`config.mk`:
```
export PLATFORM = sky130hd
export DESIGN_NAME = tff_counter_ctrl
export DESIGN_NICKNAME = d
export VERILOG_FILES = /design/src/rtl/tff_pkg.sv /design/src/rtl/tff_cell.sv /design/src/rtl/tff_counter_ctrl.sv
export SDC_FILE = /design/constraint.sdc
export NUM_CORES = 1
export LEC_CHECK = 0
export CAP_MARGIN = 25
export CORE_MARGIN = 10
export CORE_UTILIZATION = 40
export DETAILED_ROUTE_END_ITERATION = 10
export GPL_TIMING_DRIVEN = 0
export PLACE_DENSITY_LB_ADDON = 0.2
export SYNTH_ARGS = -nofsm -noshare
export SYNTH_HDL_FRONTEND = slang
export SYNTH_HIERARCHICAL = 1
export SYNTH_SLANG_ARGS = --single-unit
```
`constraint.sdc`:
```
create_clock -name clk -period 3.6 [get_ports clk]
set_clock_uncertainty 0.1 [all_clocks]
set_input_delay 0.72 -clock clk [delete_from_list [all_inputs] [get_ports clk]]
set_output_delay 0.72 -clock clk [all_outputs]
set_load 0.01 [all_outputs]
```
`src/rtl/tff_pkg.sv`:
```
// Shared definitions for the T-flip-flop counter controller: FSM state
// encodings and the load-value saturation helper.
package tff_pkg;

  localparam logic [1:0] ST_IDLE = 2'd0;
  localparam logic [1:0] ST_RUN  = 2'd1;
  localparam logic [1:0] ST_HOLD = 2'd2;

  typedef enum logic [1:0] {
    S_IDLE = ST_IDLE,
    S_RUN  = ST_RUN,
    S_HOLD = ST_HOLD
  } state_e;

  // Clamp a loaded value into the legal count range 0..modulus-1.
  function automatic int unsigned sat_mod(input int unsigned val, input int unsigned modulus);
    if (val >= modulus) begin
      return modulus - 32'd1;
    end else begin
      return val;
    end
  endfunction

endpackage

```
`src/rtl/tff_cell.sv`:
```
// Single T flip-flop with asynchronous active-high reset; toggles when t is high.
module tff_cell (
  input  logic clk,
  input  logic rst,
  input  logic t,
  output logic q,
  output logic qbar
);

  logic q_q;

  // Toggle storage.
  always_ff @(posedge clk or posedge rst) begin
    if (rst) begin
      q_q <= 1'b0;
    end else if (t) begin
      q_q <= ~q_q;
    end
  end

  assign q    = q_q;
  assign qbar = ~q_q;

endmodule

```
`src/rtl/tff_counter_ctrl.sv`:
```
// Modulo-MOD up/down counter built from a bank of T flip-flops; the controller
// only ever changes the bank through the per-bit toggle vector t_vec.
module tff_counter_ctrl
  import tff_pkg::*;
#(
  parameter int WIDTH = 4,
  parameter int MOD   = 10
) (
  input  logic             clk,
  input  logic             rst,
  input  logic             start,
  input  logic             stop,
  input  logic             clear,
  input  logic             up_dn,
  input  logic             load,
  input  logic [WIDTH-1:0] load_val,
  output logic [WIDTH-1:0] q,
  output logic [WIDTH-1:0] t_vec,
  output logic             busy,
  output logic             tc
);

  localparam logic [WIDTH-1:0] MAX_V = WIDTH'(MOD - 1);
  localparam logic [WIDTH-1:0] ONE_V = WIDTH'(1);

  state_e           state_q, state_d;
  logic             busy_q, busy_d;
  logic             tc_q, tc_d;
  logic [WIDTH-1:0] q_eff_s;
  logic [WIDTH-1:0] q_next_s;
  logic             count_s;

  // FSM next state: clear forces IDLE, load freezes the state, stop beats start.
  always_comb begin
    state_d = state_q;
    if (clear) begin
      state_d = S_IDLE;
    end else if (load) begin
      state_d = state_q;
    end else begin
      case (state_q)
        S_IDLE:  if (start && !stop) state_d = S_RUN;  else state_d = S_IDLE;
        S_RUN:   if (stop)           state_d = S_HOLD; else state_d = S_RUN;
        S_HOLD:  if (start && !stop) state_d = S_RUN;  else state_d = S_HOLD;
        default: state_d = S_IDLE;
      endcase
    end
    busy_d = (state_d == S_RUN);
  end

  // Next counter value and wrap detection; an out-of-range q behaves as MOD-1.
  always_comb begin
    q_eff_s  = (q > MAX_V) ? MAX_V : q;
    count_s  = (state_q == S_RUN) && !stop && !load && !clear;
    q_next_s = q;
    tc_d     = 1'b0;
    if (clear) begin
      q_next_s = '0;
    end else if (load) begin
      q_next_s = WIDTH'(sat_mod(32'(load_val), 32'(MOD)));
    end else if (count_s) begin
      if (up_dn) begin
        if (q_eff_s == MAX_V) begin
          q_next_s = '0;
          tc_d     = 1'b1;
        end else begin
          q_next_s = q_eff_s + ONE_V;
        end
      end else begin
        if (q_eff_s == '0) begin
          q_next_s = MAX_V;
          tc_d     = 1'b1;
        end else begin
          q_next_s = q_eff_s - ONE_V;
        end
      end
    end else begin
      q_next_s = q;
    end
  end

  // The bank is held in reset while rst is high, so no toggles are presented then.
  assign t_vec = rst ? '0 : (q ^ q_next_s);

  // Controller state, busy flag and terminal-count pulse.
  always_ff @(posedge clk or posedge rst) begin
    if (rst) begin
      state_q <= S_IDLE;
      busy_q  <= 1'b0;
      tc_q    <= 1'b0;
    end else begin
      state_q <= state_d;
      busy_q  <= busy_d;
      tc_q    <= tc_d;
    end
  end

  assign busy = busy_q;
  assign tc   = tc_q;

  for (genvar i = 0; i < WIDTH; i++) begin : g_bank
    tff_cell u_cell (
      .clk  (clk),
      .rst  (rst),
      .t    (t_vec[i]),
      .q    (q[i]),
      .qbar ()
    );
  end

endmodule

```
==> results of run 1 <==
[per-layer routing]
| metal | wire length (um) | share of wire [%] | vias up | global-route usage [%] |
|---|---|---|---|---|
| li1 | - | - | 442 | - |
| met1 | 1066 | 49 | 419 | 14.31 |
| met2 | 920 | 42 | 35 | 14.88 |
| met3 | 167 | 7.6 | 6 | 2.373 |
| met4 | 40 | 1.8 | 0 | 4.813 |
| met5 | 0 | 0 | - | 0 |
[area by class of cell]
type	count	area [sq um]	area share, %
Timing Repair Buffer	21	209.0	18.53
Tap cell	27	33.78	2.997
Buffer	6	27.53	2.442
Inverter	12	45.04	3.996
Sequential cell	8	201.4	17.87
Clock buffer	3	22.52	1.998
Multi-Input combinational cell	84	588.1	52.16
[power by group through the flow]
stage | combinational, uW | sequential [uW] | clock [uW]
final | 442 | 169 | 63.3
after global routing | 481 | 176 | 72.3
after CTS | 422 | 165 | 66.4
after detailed placement | 420 | 165 | 0
after global placement | 409 | 164 | 0
after floorplan | 262 | 166 | 0
[stage by stage]
stage,setup TNS (ps),setup slack (ps),utilization (%),area (sq um),instances
after floorplan,0,619.7,-,830.8,110
after global placement,-1045,-388.2,54.27,1065,157
after detailed placement,-1101,-433.6,54.27,1065,157
after CTS,-38.48,-38.48,56.57,1110,160
after global routing,-2.587,-2.587,57.46,1127,161
final,0,42.81,57.46,1127,161
[what timing repair did]
action,4_1_cts,5_1_grt
setup buffers,0,1
resized for setup,13,4
pin swaps,1,2
endpoints found under the setup margin,4,3
[worst paths after layout]
path                                           startpoint  cells past startpoint                        endpoint
max                                                 clear                      6                        t_vec[1]
min                        g_bank[2].u_cell/q$_DFFE_PP0P_                      1  g_bank[2].u_cell/q$_DFFE_PP0P_
max reg2reg                g_bank[3].u_cell/q$_DFFE_PP0P_                      9  g_bank[1].u_cell/q$_DFFE_PP0P_
min reg2reg                g_bank[2].u_cell/q$_DFFE_PP0P_                      1  g_bank[2].u_cell/q$_DFFE_PP0P_
max in group asynchronous                             rst                      3            state_q[0]$_DFF_PP0_
min in group asynchronous                             rst                      2  g_bank[3].u_cell/q$_DFFE_PP0P_
[registers in the layout, summed over array words and instances (netlist names)]
register / count
g_bank.u_cell/q: 4
state_q: 2
busy: 1
tc: 1
==> flow_summary.yaml, run 1 <==
cts:
  numCtsBuffers: 3
  clkLatencyLatePin_ps: 240
  cts_sinks: 8
  ctsHoldBuffers: 0
  cts-root-buf: "clkbuf_4"
  clk_path_buf_depth: 2
  clk_pin_slew_worst_paths_ps: 50
  h-tree-depth: 1
  cts_tree: "done"
grt:
  grt-ovfl-total: 0
  grt_usage_pct: 10.42
  antenna_found_initial: 0
  first_global_vias: 848
  grt_pass1_wl_um: 3739
  grt_max_degree: 11
sta:
  hold_viol_final: 0
  max_freq_ghz: 0.2811
  drv_slew: 0
  slew_headroom_pct: 72.25
  worst_pin_slew_ps: 416.3
  final.hold.worst_slack_ps: 406.3
  fin_crit_sh_pct: 98.81
  fin_crit_ps: 3557
  final-setup-viol-count: 0
worst_setup_path:
  cp.required_ps: 2780
  worst-setup-path-type: "primary input to output port"
  crit_path_max_incr_delay_ps: 540
  worstPathCellList: "clkdlybuf4s50_1, or4b_4, nor2_4, or4b_1, a31oi_2, clkdlybuf4s15_2"
  crit_slowest_cell: "or4b_4"
  critPathCaptureType: "output port"
  start_kind: "primary input"
  critPathArrivalTime_ps: 2740
  path_buf_inv: 2
  cp_top_family: "simple AND/OR/NAND/NOR gates"
  r2r_slack_ps: 990
  crit_fanout: 5
place:
  dpl.hpwl_um: 1743
  io_buffers: 20
  gp_congestion: 0.8914
floorplanning:
  ioPinCount: 21
  fp.coreArea_sq_um: 1962
  rows: 16
  die_h_um: 65.58
  dieArea_sq_um: 4300
  die_w_um: 65.58
  initial_core_util_pct: 42.35
pwr:
  p_per_area_nw_per_um2: 598.3
  peakVddDrop_uv: 287.9
  clkPwrFrac_pct: 9.4
  power.leakage_uw: 0.0004685
  p_int_uw: 356.4
  switching_share_pct: 47.15
  power.total_uw: 674.5
  power.switching_uw: 318.1
  pwr-share-comb_pct: 65.5
  p_seq_share_pct: 25.1
synth:
  syn_nets: 124
  syn_avg_cell_area_sq_um: 7.553
  ys.warnings.count: 6
  synthesis.instances: 110
  synth_area_sq_um: 830.8
routing:
  vias: 902
  vias_per_cell: 5.602
  wire_per_inst_um: 13.63
  drtPass1Iterations: 4
  drc_errors: 0
  drtIter0Drc: 33
  antenna_left: 0
  drt_wl_total_um: 2194
final_layout:
  final_common_cell: "clkdlybuf4s50_1"
  fillerInstances: 187
  nNetsFinal: 150
  drive_gt1_share_pct: 14.18
  antenna_cells: 0
  area_delta_synth_final_pct: 35.69
  final_cell_mix: "clkdlybuf4s50_1 (15), inv_1 (12), nor2_1 (9)"
job:
  maxCapViolations: 0
min_path:
  min_path_type: "flip-flop to flip-flop"
run_status:
  status: "completed"
Note: power is estimated with default switching activity, not from simulation.
==> inputs of run 2 (changes only) <==
Settings changed: SKIP_CTS_REPAIR_TIMING set to 1.
==> run 2 against run 1 <==
First-iteration DRC count rose by 52%. Global-route usage fell by 0.10 points. Critical endpoint unchanged. Flip-flop and latch count did not move. Largest cell class unchanged. Via count rose by 0.11%. Routed wire length fell by 0.27%. Critical path depth did not move. Critical path type unchanged.
==> flow_summary.yaml, run 2 (synthesis results as in run 1) <==
min_path:
  min_path_type: "flip-flop to flip-flop"
final_layout:
  final_common_cell: "clkdlybuf4s50_1"
  final_cell_mix: "clkdlybuf4s50_1 (15), inv_1 (12), nor2_1 (9)"
  largest_reg_flops: 4
  antenna_cells: 0
  drive_gt1_share_pct: 13.53
  final_area_sq_um: 1145
  area_delta_synth_final_pct: 37.80
  fillerInstances: 190
  fin_cells: 160
  nNetsFinal: 149
grt:
  grt_usage_pct: 10.32
  met1_usage_pct: 14.31
  top_usage_layer: "met2"
  use_met2_pct: 14.51
  grt-ovfl-total: 0
  first_global_vias: 833
  grt_max_degree: 11
  grt_pass1_wl_um: 3698
  met3_usage_pct: 2.373
  antenna_found_initial: 0
place:
  dpl.cell_count: 157
  io_buffers: 20
  gp_congestion: 0.8914
  dpl.hpwl_um: 1743
  dp_slack_ps: -433.6
  place_area_sq_um: 1065
sta:
  slew_headroom_pct: 66.24
  rsz0062_at_grt: "false"
  hold_viol_final: 0
  fin_crit_sh_pct: 98.23
  worst_pin_slew_ps: 506.5
  final.hold.worst_slack_ps: 410.8
  max_freq_ghz: 0.2828
  setup_slack_ps: 63.74
  drv_slew: 0
  setup_tns_ps: 0
  final-setup-viol-count: 0
  fin_crit_ps: 3536
pwr:
  peakVddDrop_uv: 287.7
  p_per_area_nw_per_um2: 586.5
  power.leakage_uw: 0.0005041
floorplanning:
  dieArea_sq_um: 4300
  initial_core_util_pct: 42.35
  fp.coreArea_sq_um: 1962
  ioPinCount: 21
  die_w_um: 65.58
  rows: 16
  die_h_um: 65.58
cts:
  cts-root-buf: "clkbuf_4"
  clk_path_buf_depth: 2
  cts_tree: "done"
  cts_sinks: 8
  clkLatencyLatePin_ps: 240
  clk_pin_slew_worst_paths_ps: 50
  h-tree-depth: 1
  numCtsBuffers: 3
job:
  maxCapViolations: 0
worst_setup_path:
  critPathCaptureType: "output port"
  start_kind: "primary input"
  worst-setup-path-type: "primary input to output port"
  cp.required_ps: 2780
  critPathArrivalTime_ps: 2720
  crit_fanout: 5
routing:
  wire_per_inst_um: 13.68
  drt_wl_total_um: 2188
  antenna_left: 0
  vias: 903
  drtPass1Iterations: 4
  drtIter0Drc: 50
  vias_per_cell: 5.644
  drc_errors: 0
run_status:
  status: "completed"
==> run 2: cell types whose count changed in the layout (fill, tap and decap cells not counted), sizes merged <==
cell | before | now
clkdlybuf4s15 | 2 | 0
clkbuf | 9 | 10
dlymetal6s2s | 1 | 4
dlygate4sd2 | 2 | 0
buf | 1 | 0
==> run 2: cell type report <==
cell class,count,area (sq um),share of cell area [%]
timing repair buffer,20,205.2,17.92
tap,27,33.78,2.951
multi-input combinational,84,609.3,53.22
inverter,12,45.04,3.934
buffer,6,27.53,2.404
sequential,8,201.4,17.60
clock buffer,3,22.52,1.967
==> run 2: metrics by stage <==
step | power [uW] | util, %
after floorplan | 428.3 | -
after global placement | 572.7 | 54.27
after detailed placement | 585.1 | 54.27
after CTS | 652.3 | 55.42
after global routing | 730.7 | 58.35
final | 671.4 | 58.35
==> run 2: critical path, cell delays in order <==
cell	delay, ps
clkdlybuf4s50_1	420
or4b_4	600
nor2_4	120
or4b_1	500
a31oi_4	200
clkbuf_2	160
==> run 2: path summary, 6_finish.rpt <==
path,cells after the start,startpoint,slack [ps],endpoint
setup / recovery,6,clear,60,t_vec[1]
hold / removal,1,g_bank[2].u_cell/q$_DFFE_PP0P_,410,g_bank[2].u_cell/q$_DFFE_PP0P_
setup reg to reg,8,g_bank[3].u_cell/q$_DFFE_PP0P_,1080,g_bank[1].u_cell/q$_DFFE_PP0P_
hold reg to reg,1,g_bank[2].u_cell/q$_DFFE_PP0P_,410,g_bank[2].u_cell/q$_DFFE_PP0P_
max in group asynchronous,3,rst,2290,state_q[0]$_DFF_PP0_
min in group asynchronous,2,rst,620,g_bank[3].u_cell/q$_DFFE_PP0P_
==> run 2: metal layers <==
layer | share of wire, % | routed length (um)
met2 | 43 | 934
met4 | 1.8 | 40
met3 | 6.9 | 151
met5 | 0 | 0
met1 | 49 | 1062
==> run 2: report_power, final <==
| group | internal [uW] | leakage [uW] | switching (uW) |
|---|---|---|---|
| Clock | 37.8 | 0.0000138 | 25.3 |
| Sequential | 117 | 0.000101 | 51.3 |
| Combinational | 200 | 0.000389 | 240 |
